**src/rtl/bch_sched_pkg.sv**
```systemverilog
// Shared types and default sizing for the BCH decoder stage scheduler.
package bch_sched_pkg;

    localparam int FRAME_LEN_DEF = 1023;
    localparam int CNT_LEN_DEF   = 10;

    typedef enum logic [1:0] {
        K_IDLE = 2'd0,
        K_RUN  = 2'd1,
        K_HOLD = 2'd2
    } kes_state_t;

endpackage

```
**src/rtl/bch_stage_scheduler_if.sv**
```systemverilog
// Handshake bundle between the codeword source / decoder stages and the scheduler.
interface bch_stage_scheduler_if
    import bch_sched_pkg::*;
#(
    parameter int CNT_LEN = CNT_LEN_DEF
);
    logic               in_en;
    logic               in_frame_start;
    logic               out_in_ready;
    logic               out_syn_busy;
    logic [CNT_LEN-1:0] out_syn_cnt;
    logic               out_kes_start;
    logic               in_kes_done;
    logic               out_kes_busy;
    logic               out_chien_start;
    logic               out_chien_busy;
    logic [CNT_LEN-1:0] out_chien_cnt;
    logic               out_frame_done;
    logic [CNT_LEN-1:0] out_frame_cnt;
    logic               out_overrun;

    modport master (
        output in_en, in_frame_start, in_kes_done,
        input  out_in_ready, out_syn_busy, out_syn_cnt, out_kes_start,
               out_kes_busy, out_chien_start, out_chien_busy, out_chien_cnt,
               out_frame_done, out_frame_cnt, out_overrun
    );

    modport slave (
        input  in_en, in_frame_start, in_kes_done,
        output out_in_ready, out_syn_busy, out_syn_cnt, out_kes_start,
               out_kes_busy, out_chien_start, out_chien_busy, out_chien_cnt,
               out_frame_done, out_frame_cnt, out_overrun
    );

endinterface

```
**src/rtl/bch_stage_cnt.sv**
```systemverilog
// Fixed-length stage symbol counter: 0 = idle, 1..FRAME_LEN while a frame is held.
module bch_stage_cnt
    import bch_sched_pkg::*;
#(
    parameter int FRAME_LEN = FRAME_LEN_DEF,
    parameter int CNT_LEN   = CNT_LEN_DEF
) (
    input  logic               clk,
    input  logic               rst_n,
    input  logic               en,
    input  logic               start,
    input  logic               advance,
    output logic [CNT_LEN-1:0] cnt,
    output logic               last,
    output logic               busy
);

    localparam logic [CNT_LEN-1:0] CNT_ONE  = CNT_LEN'(1);
    localparam logic [CNT_LEN-1:0] CNT_LAST = CNT_LEN'(FRAME_LEN);

    assign last = (cnt == CNT_LAST);
    assign busy = (cnt != '0);

    // At the last symbol the counter either hands off (reloading on a
    // back-to-back start) or stalls until the next stage frees up.
    always_ff @(posedge clk or negedge rst_n) begin
        if (!rst_n) begin
            cnt <= '0;
        end else if (en) begin
            if (!busy) begin
                if (start) cnt <= CNT_ONE;
            end else if (last) begin
                if (advance) cnt <= start ? CNT_ONE : '0;
            end else begin
                cnt <= cnt + CNT_ONE;
            end
        end
    end

endmodule

```
**src/rtl/bch_stage_scheduler.sv**
```systemverilog
// Sequences syndrome (S0), key-equation (S1) and Chien search (S2) stages of a BCH decoder.
module bch_stage_scheduler
    import bch_sched_pkg::*;
#(
    parameter int FRAME_LEN = FRAME_LEN_DEF,
    parameter int CNT_LEN   = CNT_LEN_DEF
) (
    input  logic                  clk,
    input  logic                  in_Arst_n,
    bch_stage_scheduler_if.slave  sif
);

    kes_state_t         kes_state;
    logic               kes_start_p1;
    logic               chien_start_p1;
    logic [CNT_LEN-1:0] frame_cnt;
    logic               overrun;

    logic [CNT_LEN-1:0] syn_cnt;
    logic [CNT_LEN-1:0] chien_cnt;
    logic               syn_last;
    logic               syn_busy;
    logic               chien_last;
    logic               chien_busy;

    logic               en;
    logic               kes_idle;
    logic               syn_handoff;
    logic               in_ready;
    logic               syn_accept;
    logic               chien_free;
    logic               kes_result;
    logic               chien_go;

    assign en          = sif.in_en;
    assign kes_idle    = (kes_state == K_IDLE);
    assign syn_handoff = syn_last & kes_idle;
    assign in_ready    = ~syn_busy | syn_handoff;
    assign syn_accept  = en & sif.in_frame_start & in_ready;
    // S2 completing this cycle counts as free, so a solved frame moves in without a bubble.
    assign chien_free  = ~chien_busy | chien_last;
    assign kes_result  = ((kes_state == K_RUN) & sif.in_kes_done) | (kes_state == K_HOLD);
    assign chien_go    = en & kes_result & chien_free;

    bch_stage_cnt #(.FRAME_LEN(FRAME_LEN), .CNT_LEN(CNT_LEN)) u_syn_cnt (
        .clk     (clk),
        .rst_n   (in_Arst_n),
        .en      (en),
        .start   (syn_accept),
        .advance (syn_handoff),
        .cnt     (syn_cnt),
        .last    (syn_last),
        .busy    (syn_busy)
    );

    bch_stage_cnt #(.FRAME_LEN(FRAME_LEN), .CNT_LEN(CNT_LEN)) u_chien_cnt (
        .clk     (clk),
        .rst_n   (in_Arst_n),
        .en      (en),
        .start   (chien_go),
        .advance (1'b1),
        .cnt     (chien_cnt),
        .last    (chien_last),
        .busy    (chien_busy)
    );

    // Stage boundary p0 -> p1: KES control and the registered start pulses.
    always_ff @(posedge clk or negedge in_Arst_n) begin
        if (!in_Arst_n) begin
            kes_state      <= K_IDLE;
            kes_start_p1   <= 1'b0;
            chien_start_p1 <= 1'b0;
        end else if (en) begin
            kes_start_p1   <= 1'b0;
            chien_start_p1 <= 1'b0;
            case (kes_state)
                K_IDLE: begin
                    if (syn_handoff) begin
                        kes_state    <= K_RUN;
                        kes_start_p1 <= 1'b1;
                    end
                end
                K_RUN: begin
                    if (sif.in_kes_done) begin
                        if (chien_free) begin
                            kes_state      <= K_IDLE;
                            chien_start_p1 <= 1'b1;
                        end else begin
                            kes_state <= K_HOLD;
                        end
                    end
                end
                K_HOLD: begin
                    if (chien_free) begin
                        kes_state      <= K_IDLE;
                        chien_start_p1 <= 1'b1;
                    end
                end
                default: kes_state <= K_IDLE;
            endcase
        end
    end

    always_ff @(posedge clk or negedge in_Arst_n) begin
        if (!in_Arst_n) begin
            frame_cnt <= '0;
            overrun   <= 1'b0;
        end else if (en) begin
            if (chien_last) frame_cnt <= frame_cnt + CNT_LEN'(1);
            if (sif.in_frame_start && !in_ready) overrun <= 1'b1;
        end
    end

    // Pulses are held (not lost) while disabled and only masked at the output.
    assign sif.out_in_ready    = in_ready;
    assign sif.out_syn_busy    = syn_busy;
    assign sif.out_syn_cnt     = syn_cnt;
    assign sif.out_kes_start   = kes_start_p1 & en;
    assign sif.out_kes_busy    = ~kes_idle;
    assign sif.out_chien_start = chien_start_p1 & en;
    assign sif.out_chien_busy  = chien_busy;
    assign sif.out_chien_cnt   = chien_cnt;
    assign sif.out_frame_done  = chien_last & en;
    assign sif.out_frame_cnt   = frame_cnt;
    assign sif.out_overrun     = overrun;

endmodule
```
**src/flat_wrapper.sv**
```systemverilog
// flat-port wrapper written by rule: the top's interface ports become plain ports
module bch_stage_scheduler_flat import bch_sched_pkg::*;
#(
    parameter int FRAME_LEN = FRAME_LEN_DEF,
    parameter int CNT_LEN   = CNT_LEN_DEF
)
  (clk, in_Arst_n, sif_in_en, sif_in_frame_start, sif_in_kes_done, sif_out_in_ready, sif_out_syn_busy, sif_out_syn_cnt, sif_out_kes_start, sif_out_kes_busy, sif_out_chien_start, sif_out_chien_busy, sif_out_chien_cnt, sif_out_frame_done, sif_out_frame_cnt, sif_out_overrun);
  bch_stage_scheduler_if #(.CNT_LEN(CNT_LEN)) sif_i ();
  input  logic clk;
  input  logic in_Arst_n;
  input wire logic [$bits(sif_i.in_en)-1:0] sif_in_en;
  input wire logic [$bits(sif_i.in_frame_start)-1:0] sif_in_frame_start;
  input wire logic [$bits(sif_i.in_kes_done)-1:0] sif_in_kes_done;
  output wire logic [$bits(sif_i.out_in_ready)-1:0] sif_out_in_ready;
  output wire logic [$bits(sif_i.out_syn_busy)-1:0] sif_out_syn_busy;
  output wire logic [$bits(sif_i.out_syn_cnt)-1:0] sif_out_syn_cnt;
  output wire logic [$bits(sif_i.out_kes_start)-1:0] sif_out_kes_start;
  output wire logic [$bits(sif_i.out_kes_busy)-1:0] sif_out_kes_busy;
  output wire logic [$bits(sif_i.out_chien_start)-1:0] sif_out_chien_start;
  output wire logic [$bits(sif_i.out_chien_busy)-1:0] sif_out_chien_busy;
  output wire logic [$bits(sif_i.out_chien_cnt)-1:0] sif_out_chien_cnt;
  output wire logic [$bits(sif_i.out_frame_done)-1:0] sif_out_frame_done;
  output wire logic [$bits(sif_i.out_frame_cnt)-1:0] sif_out_frame_cnt;
  output wire logic [$bits(sif_i.out_overrun)-1:0] sif_out_overrun;
  assign sif_i.in_en = sif_in_en;
  assign sif_i.in_frame_start = sif_in_frame_start;
  assign sif_i.in_kes_done = sif_in_kes_done;
  assign sif_out_in_ready = sif_i.out_in_ready;
  assign sif_out_syn_busy = sif_i.out_syn_busy;
  assign sif_out_syn_cnt = sif_i.out_syn_cnt;
  assign sif_out_kes_start = sif_i.out_kes_start;
  assign sif_out_kes_busy = sif_i.out_kes_busy;
  assign sif_out_chien_start = sif_i.out_chien_start;
  assign sif_out_chien_busy = sif_i.out_chien_busy;
  assign sif_out_chien_cnt = sif_i.out_chien_cnt;
  assign sif_out_frame_done = sif_i.out_frame_done;
  assign sif_out_frame_cnt = sif_i.out_frame_cnt;
  assign sif_out_overrun = sif_i.out_overrun;
  bch_stage_scheduler #(.FRAME_LEN(FRAME_LEN), .CNT_LEN(CNT_LEN)) u_core (.clk(clk), .in_Arst_n(in_Arst_n), .sif(sif_i));
endmodule
```
**config.mk**
```make
export PLATFORM = sky130hd
export DESIGN_NAME = bch_stage_scheduler_flat
export DESIGN_NICKNAME = d
export VERILOG_FILES = /design/src/rtl/bch_sched_pkg.sv /design/src/rtl/bch_stage_scheduler_if.sv /design/src/rtl/bch_stage_cnt.sv /design/src/rtl/bch_stage_scheduler.sv /design/src/flat_wrapper.sv
export SDC_FILE = /design/constraint.sdc
export NUM_CORES = 1
export LEC_CHECK = 0
export ABC_AREA = 1
export CAP_MARGIN = 40
export CORE_MARGIN = 5
export CORE_UTILIZATION = 25
export CTS_CLUSTER_SIZE = 24
export DETAILED_ROUTE_END_ITERATION = 16
export GPL_TIMING_DRIVEN = 0
export MAX_ROUTING_LAYER = met4
export PLACE_DENSITY = 0.45
export SLEW_MARGIN = 10
export SYNTH_ARGS = -nofsm -noshare
export SYNTH_HDL_FRONTEND = slang
export SYNTH_SLANG_ARGS = --single-unit
export TNS_END_PERCENT = 5
```
**constraint.sdc**
```tcl
create_clock -name clk -period 1.9 [get_ports clk]
set_input_delay 0.38 -clock clk [delete_from_list [all_inputs] [get_ports clk]]
set_output_delay 0.38 -clock clk [all_outputs]
set_load 0.03 [all_outputs]
```
* Word-level counts from Yosys, hierarchy flattened
Cells that the tools add are included.
W data, S select, Z words.
** Word-level totals
- Bits in writable memories :: 0
- Memories kept :: 0
- Output and inout port bits :: 38
- Bits in registers :: 35
- ROM bits :: 0
- Bits in latches :: 0
** Cells by class
- Mux-type cells :: 19
- Magnitude comparators :: 0
- Div/mod/pow operators :: 0
- Multipliers :: 0
- Bitwise logic cells :: 15
- Add/subtract/negate cells :: 3
- Reductions and logical operators :: 12
- Equal/unequal tests :: 8
- Shift-type cells :: 0
** Operators with widths (count)
- $mux W10 :: 7
- $add A10 B1 Y10 const B :: 3
- $eq A10 B10 Y1 const B :: 2
- $reduce_bool A10 Y1 :: 2
- $and A1 B1 Y1 :: 9
- $mux W2 :: 4
- $mux W1 :: 6
- $pmux W2 S3 :: 1
- $reduce_and A2 Y1 :: 3
- $ne A2 B2 Y1 const B :: 2
- $reduce_and A4 Y1 :: 1
- $reduce_bool A2 Y1 :: 2
- $ne A3 B3 Y1 const B :: 1
- $not A1 Y1 :: 3
- $or A1 B1 Y1 :: 3
- $reduce_and A3 Y1 :: 1
- $eq A2 B1 Y1 const B :: 1
- $eq A2 B2 Y1 const B :: 1
- $logic_not A2 Y1 :: 1
- $ne A2 B1 Y1 const B :: 1
- $pmux W1 S2 :: 1
- $logic_and A1 B1 Y1 :: 1
- $logic_not A1 Y1 :: 1

* Depth between registers and ports, before layout
- Depth after elaboration :: 8
- Depth in mapped cells :: 10
- Gate-level depth less buffers :: 10

* By module
From an unflattened synthesis, not the netlist that was laid out.
** Unflattened totals
- Cell total of the unflattened synthesis :: 313
- Area, all modules :: 2334.7 µm²
** By module, submodules not included
- bch_stage_cnt :: cells each 100, times used 2, area each 720.7 µm²
- bch_stage_scheduler :: cells each 113, times used 1, area each 893.4 µm²

* Worst setup path before layout
OpenSTA, ideal clock, no wires.
- Path kind :: register to output
- From :: register u_core.u_chien_cnt.cnt[0]
- To :: output port sif_out_frame_done
- Slack :: -39 ps
- Buffers on the path :: 1
- Required time :: 1520 ps
- Cell stages (with the launch flop) :: 7
- Data arrival time :: 1559 ps
- Cells stage by stage :: dfrtp_1 -> ha_1 -> nand3_1 -> nor2_1 -> nand3_2 -> inv_1 -> buf_4
** On the way
- Longest elaborated chain between the ends :: 2
** RTL lines
- start: declaration :: RTL line bch_stage_cnt.sv:13 : output logic [CNT_LEN-1:0] cnt,
- start signal: assignment :: RTL line bch_stage_cnt.sv:33 : if (advance) cnt <= start ? CNT_ONE : '0;
- start signal: assignment :: RTL line bch_stage_cnt.sv:35 : cnt <= cnt + CNT_ONE;
- $eq A10 B10 Y1 :: RTL line bch_stage_cnt.sv:21 : assign last = (cnt == CNT_LAST);
- $and A1 B1 Y1 :: RTL line bch_stage_scheduler.sv:123 : assign sif.out_frame_done = chien_last & en;
- end: declaration :: RTL line flat_wrapper.sv:22 : output wire logic [$bits(sif_i.out_frame_done)-1:0] sif_out_frame_done;
No other way between the ends.

* Final worst setup path
- From :: register u_core.u_syn_cnt.cnt[0]
- To :: output port sif_out_in_ready
** On the way
- Longest elaborated chain between the ends :: 3
- Elaborated cells on any way between the ends :: 5
- Classes of those cells :: eq/ne: 1; bitwise: 3; reduce/logical: 1
** RTL lines
- start: declaration :: RTL line bch_stage_cnt.sv:13
- start signal: assignment :: RTL line bch_stage_cnt.sv:33
- start signal: assignment :: RTL line bch_stage_cnt.sv:35
- $eq A10 B10 Y1 or $reduce_bool A10 Y1 (tied branches) :: RTL line bch_stage_cnt.sv:21, bch_stage_cnt.sv:22
- $and A1 B1 Y1 or $not A1 Y1 (tied branches) :: RTL line bch_stage_scheduler.sv:37, bch_stage_scheduler.sv:38
- $or A1 B1 Y1 (*) :: RTL line bch_stage_scheduler.sv:38 : assign in_ready = ~syn_busy | syn_handoff;
- end: declaration :: RTL line flat_wrapper.sv:14 : output wire logic [$bits(sif_i.out_in_ready)-1:0] sif_out_in_ready;
Mark *: on every way between the ends. The rest lies on a longest branch, timed or not.

==> summary.md <==
| Metric | Value |
|---|---|
| Status | `complete, no violations` |
| TritonCTS clock tree | `done` |
| Die width | `104.8 um` |
| Setup TNS | `0 ns` |
| Post-synthesis mux area share | `0` |
| Main combinational cell family by area after synthesis | `simple AND/OR/NAND/NOR gates` |
| Post-synthesis simple-gate area fraction | `0.3599` |
| Mapped Cells | `between 300 and 400` |
| DIE AREA | `10,980 um^2` |
| Netlist cell types | `27` |
| I/O Pins | `43` |
| Worst-Margin Slew | `0.5020 ns` |
| Initial DRC Count | `64` |
| # rows | `34` |
| Final period utilization | `0.9955` |
| CP Launch Type | `flip-flop` |
| Final instance area | `3197 um^2` |
| Clock transition at path regs | `around 0.070 ns` |
| Drt wl/cell | `12.25 um` |
| Filler instances | `between 900 and 1,000` |
| Crit Path Category | `flip-flop to primary output` |
| Critical-path maximum fanout | `4` |
| Tmin final | `1.891 ns` |
| Leakage power | `between 1.5 and 2 nW` |
| Final Skew | `0.005238 ns` |
| First-pass GRT wire length | `approximately 10,000 um` |
| TritonCTS Sinks | `35` |
| Final Hold Vio Count | `0` |
| CP endpoint kind | `primary output` |
| Final HPWL DP | `4238 um` |
| Final hold slack | `0.05198 ns` |
| Pwr Density | `759.1 nW/um^2` |
| Nets | `just under 400` |
| Final worst slack | `around 0.0086 ns` |
| Final setup vio count | `0` |
| Post-synthesis adder-cell area fraction | `0.04457` |
| CTS max path bufs | `2` |
| Post-synthesis sequential area ratio | `0.3900` |
| Hold crit path type | `input port to asynchronous set/reset pin` |
| Hold-fix buffers, CTS | `0` |
| Highest ir drop seen on vdd | `0.4631 mV` |
| DRC Markers | `0` |
| RSZ-0062 raised after global routing | `yes` |
| Area of the multi-input gates | `around 1300 um^2` |
| ANT cells | `0` |
| Finished Core Util | `0.3666` |
| Initial antenna violation count | `0` |
| Via count | `2,137` |
| WP data required | `between 1.5 and 2 ns` |
| CTS H-tree depth | `2` |
| RD Place Congestion | `0.8265` |
| Total gr overflow | `0` |
| Commonest non-fill, non-tap cells in the layout | `nand2_1, inv_1, clkdlybuf4s50_1` |
| Cell area after placement | `2816 um^2` |
| Cell Count, Final, Fillers Out | `490` |
| Final ANT Viol Nets | `0` |
| Initial Util | `0.2575` |
| Die Height | `104.8 um` |
| CP Data Arrival Time | `between 1.5 and 2 ns` |
| Fmax | `528.7 MHz` |
| Vias per inst | `about 4.4` |
| Largest net degree at the start of global routing | `20` |
| Syn-to-layout area delta | `42.34%` |
| Slew Limit Fails | `0` |
| Flops & latches, synth | `35` |
| Compound-Gate Fraction of Synth Area | `0.06685` |
| Rel. slew slack | `0.6653` |
| Commonest non-fill, non-tap cell in the layout | `nand2_1` |
| Vias in the first global route | `2,073` |
| FF/Latch Area | `roughly 890 um^2` |
| Post-Route WL | `6004 um` |
| Pre-CTS setup slack | `-0.6727 ns` |
| Mapped Area | `between 2000 and 2500 um^2` |
| Total track usage | `0.1155` |
| Total chip power | `2.427 mW` |
| Share of layout cells above drive strength 1 | `0.2042` |
| Placed cells | `roughly 460` |
| Core ar. | `8721 um^2` |
| Syn. warnings | `0` |
| Clk Latency, worst-skew pair | `0.29 ns` |
| Maxcap violations | `0` |
| Quantity of I/O buffers inserted on ports | `between 40 and 50` |
| Mapped Avg Cell Area | `7.175 um^2` |
| Post-Syn Nets | `between 300 and 400` |
| CTS Root Cell | `clkbuf_8` |
| Drt first pass iters | `4` |
| CTS Buf Count | `5` |
| Xor/xnor share of the synthesized area | `0.06240` |
-- registers in the layout (all words and copies together) (netlist names) --
signal / count
u_core.u_syn_cnt.cnt: 10
u_core.kes_state: 2
u_core.chien_start_p1: 1
u_core.sif.out_overrun: 1
u_core.sif.out_frame_cnt: 10
u_core.u_chien_cnt.cnt: 10
u_core.kes_start_p1: 1
-- cell families after synthesis --
logic type                 Yosys count
xor gates and xnor gates            16
adders and majority gates            8
buffers and inverters               41
and+or+nand+nor                    189
AOI/OAI and AO/OA                   24
DFF                                 35
-- cells in the mapped netlist --
| cell type | count | area (um^2) |
|---|---|---|
| or2_1 | 1 | 6.260 |
| a21o_1 | 1 | 7.510 |
| buf_4 | 2 | 15.01 |
| nand3_2 | 3 | 30.03 |
| o21ai_0 | 17 | 85.08 |
| xnor2_1 | 4 | 35.03 |
| a21oi_1 | 1 | 5.000 |
| a21oi_2 | 1 | 8.760 |
| o21ai_2 | 2 | 17.52 |
| inv_1 | 36 | 135.1 |
| nand2_4 | 1 | 11.26 |
| dfrtp_1 | 35 | 875.8 |
| nand2_1 | 120 | 450.4 |
| buf_6 | 1 | 11.26 |
| nand3b_1 | 2 | 15.01 |
| or2_2 | 1 | 6.260 |
| nor2_1 | 25 | 93.84 |
| o21bai_4 | 1 | 18.77 |
| nor2_2 | 2 | 12.51 |
| buf_2 | 2 | 10.01 |
| nor3_1 | 5 | 25.02 |
| xor2_1 | 12 | 105.1 |
| nand4_1 | 5 | 31.28 |
| nor2_4 | 1 | 11.26 |
| nand3_1 | 23 | 115.1 |
| o21bai_1 | 1 | 7.510 |
| ha_1 | 8 | 100.1 |
-- layer usage --
layer  track usage  share of wire  vias to the layer above
met5             -              0                        -
met4       0.03562         0.0095                        0
met3       0.02589          0.033                        8
met2        0.1776           0.46                       35
met1        0.1515           0.50                      978
li1              -              -                     1116
-- worst max-delay path: stages (launching register included) --
cell and delay (ns):
dfrtp_1 0.41, ha_2 0.21, inv_2 0.05, nor2_4 0.15, nand3_4 0.08, inv_2 0.06
nand2_2 0.05, nand2_2 0.08, buf_6 0.13
-- final timing paths --
kind	startpoint	end	slack, ns	cells past startpoint
worst max-delay path	u_core.u_syn_cnt.cnt[0]$_DFFE_PN0P_	sif_out_in_ready	0.009	8
worst min-delay path	in_Arst_n	u_core.u_syn_cnt.cnt[0]$_DFFE_PN0P_	0.05	1
worst max register to register	u_core.u_chien_cnt.cnt[0]$_DFFE_PN0P_	u_core.u_chien_cnt.cnt[3]$_DFFE_PN0P_	0.10	10
worst min register to register	u_core.chien_start_p1$_DFFE_PN0P_	u_core.chien_start_p1$_DFFE_PN0P_	0.49	2
max in group asynchronous	in_Arst_n	u_core.u_chien_cnt.cnt[1]$_DFFE_PN0P_	1.37	2
min in group clk	u_core.chien_start_p1$_DFFE_PN0P_	u_core.chien_start_p1$_DFFE_PN0P_	0.49	2
-- final cells by class --
class,count,share of cell area
repair buffers,61,0.1863
inverters,36,0.04227
well taps,108,0.04227
plain buffers,5,0.01331
flip-flops and latches,35,0.2775
multi-input cells,237,0.4016
clock buffers,6,0.02583
clock inverters,2,0.01096
-- repair_timing --
action                     CTS  global route
gates resized for setup     55            17
setup buffers               10             9
pin swaps                    7             8
setup endpoints to repair    7            21
-- power by group --
| group | switching, mW | internal, mW |
|---|---|---|
| clock | 0.294 | 0.425 |
| sequential | 0.0530 | 0.792 |
| combinational | 0.500 | 0.363 |
| total | 0.846 | 1.58 |
(Power assumes the default switching activity.)
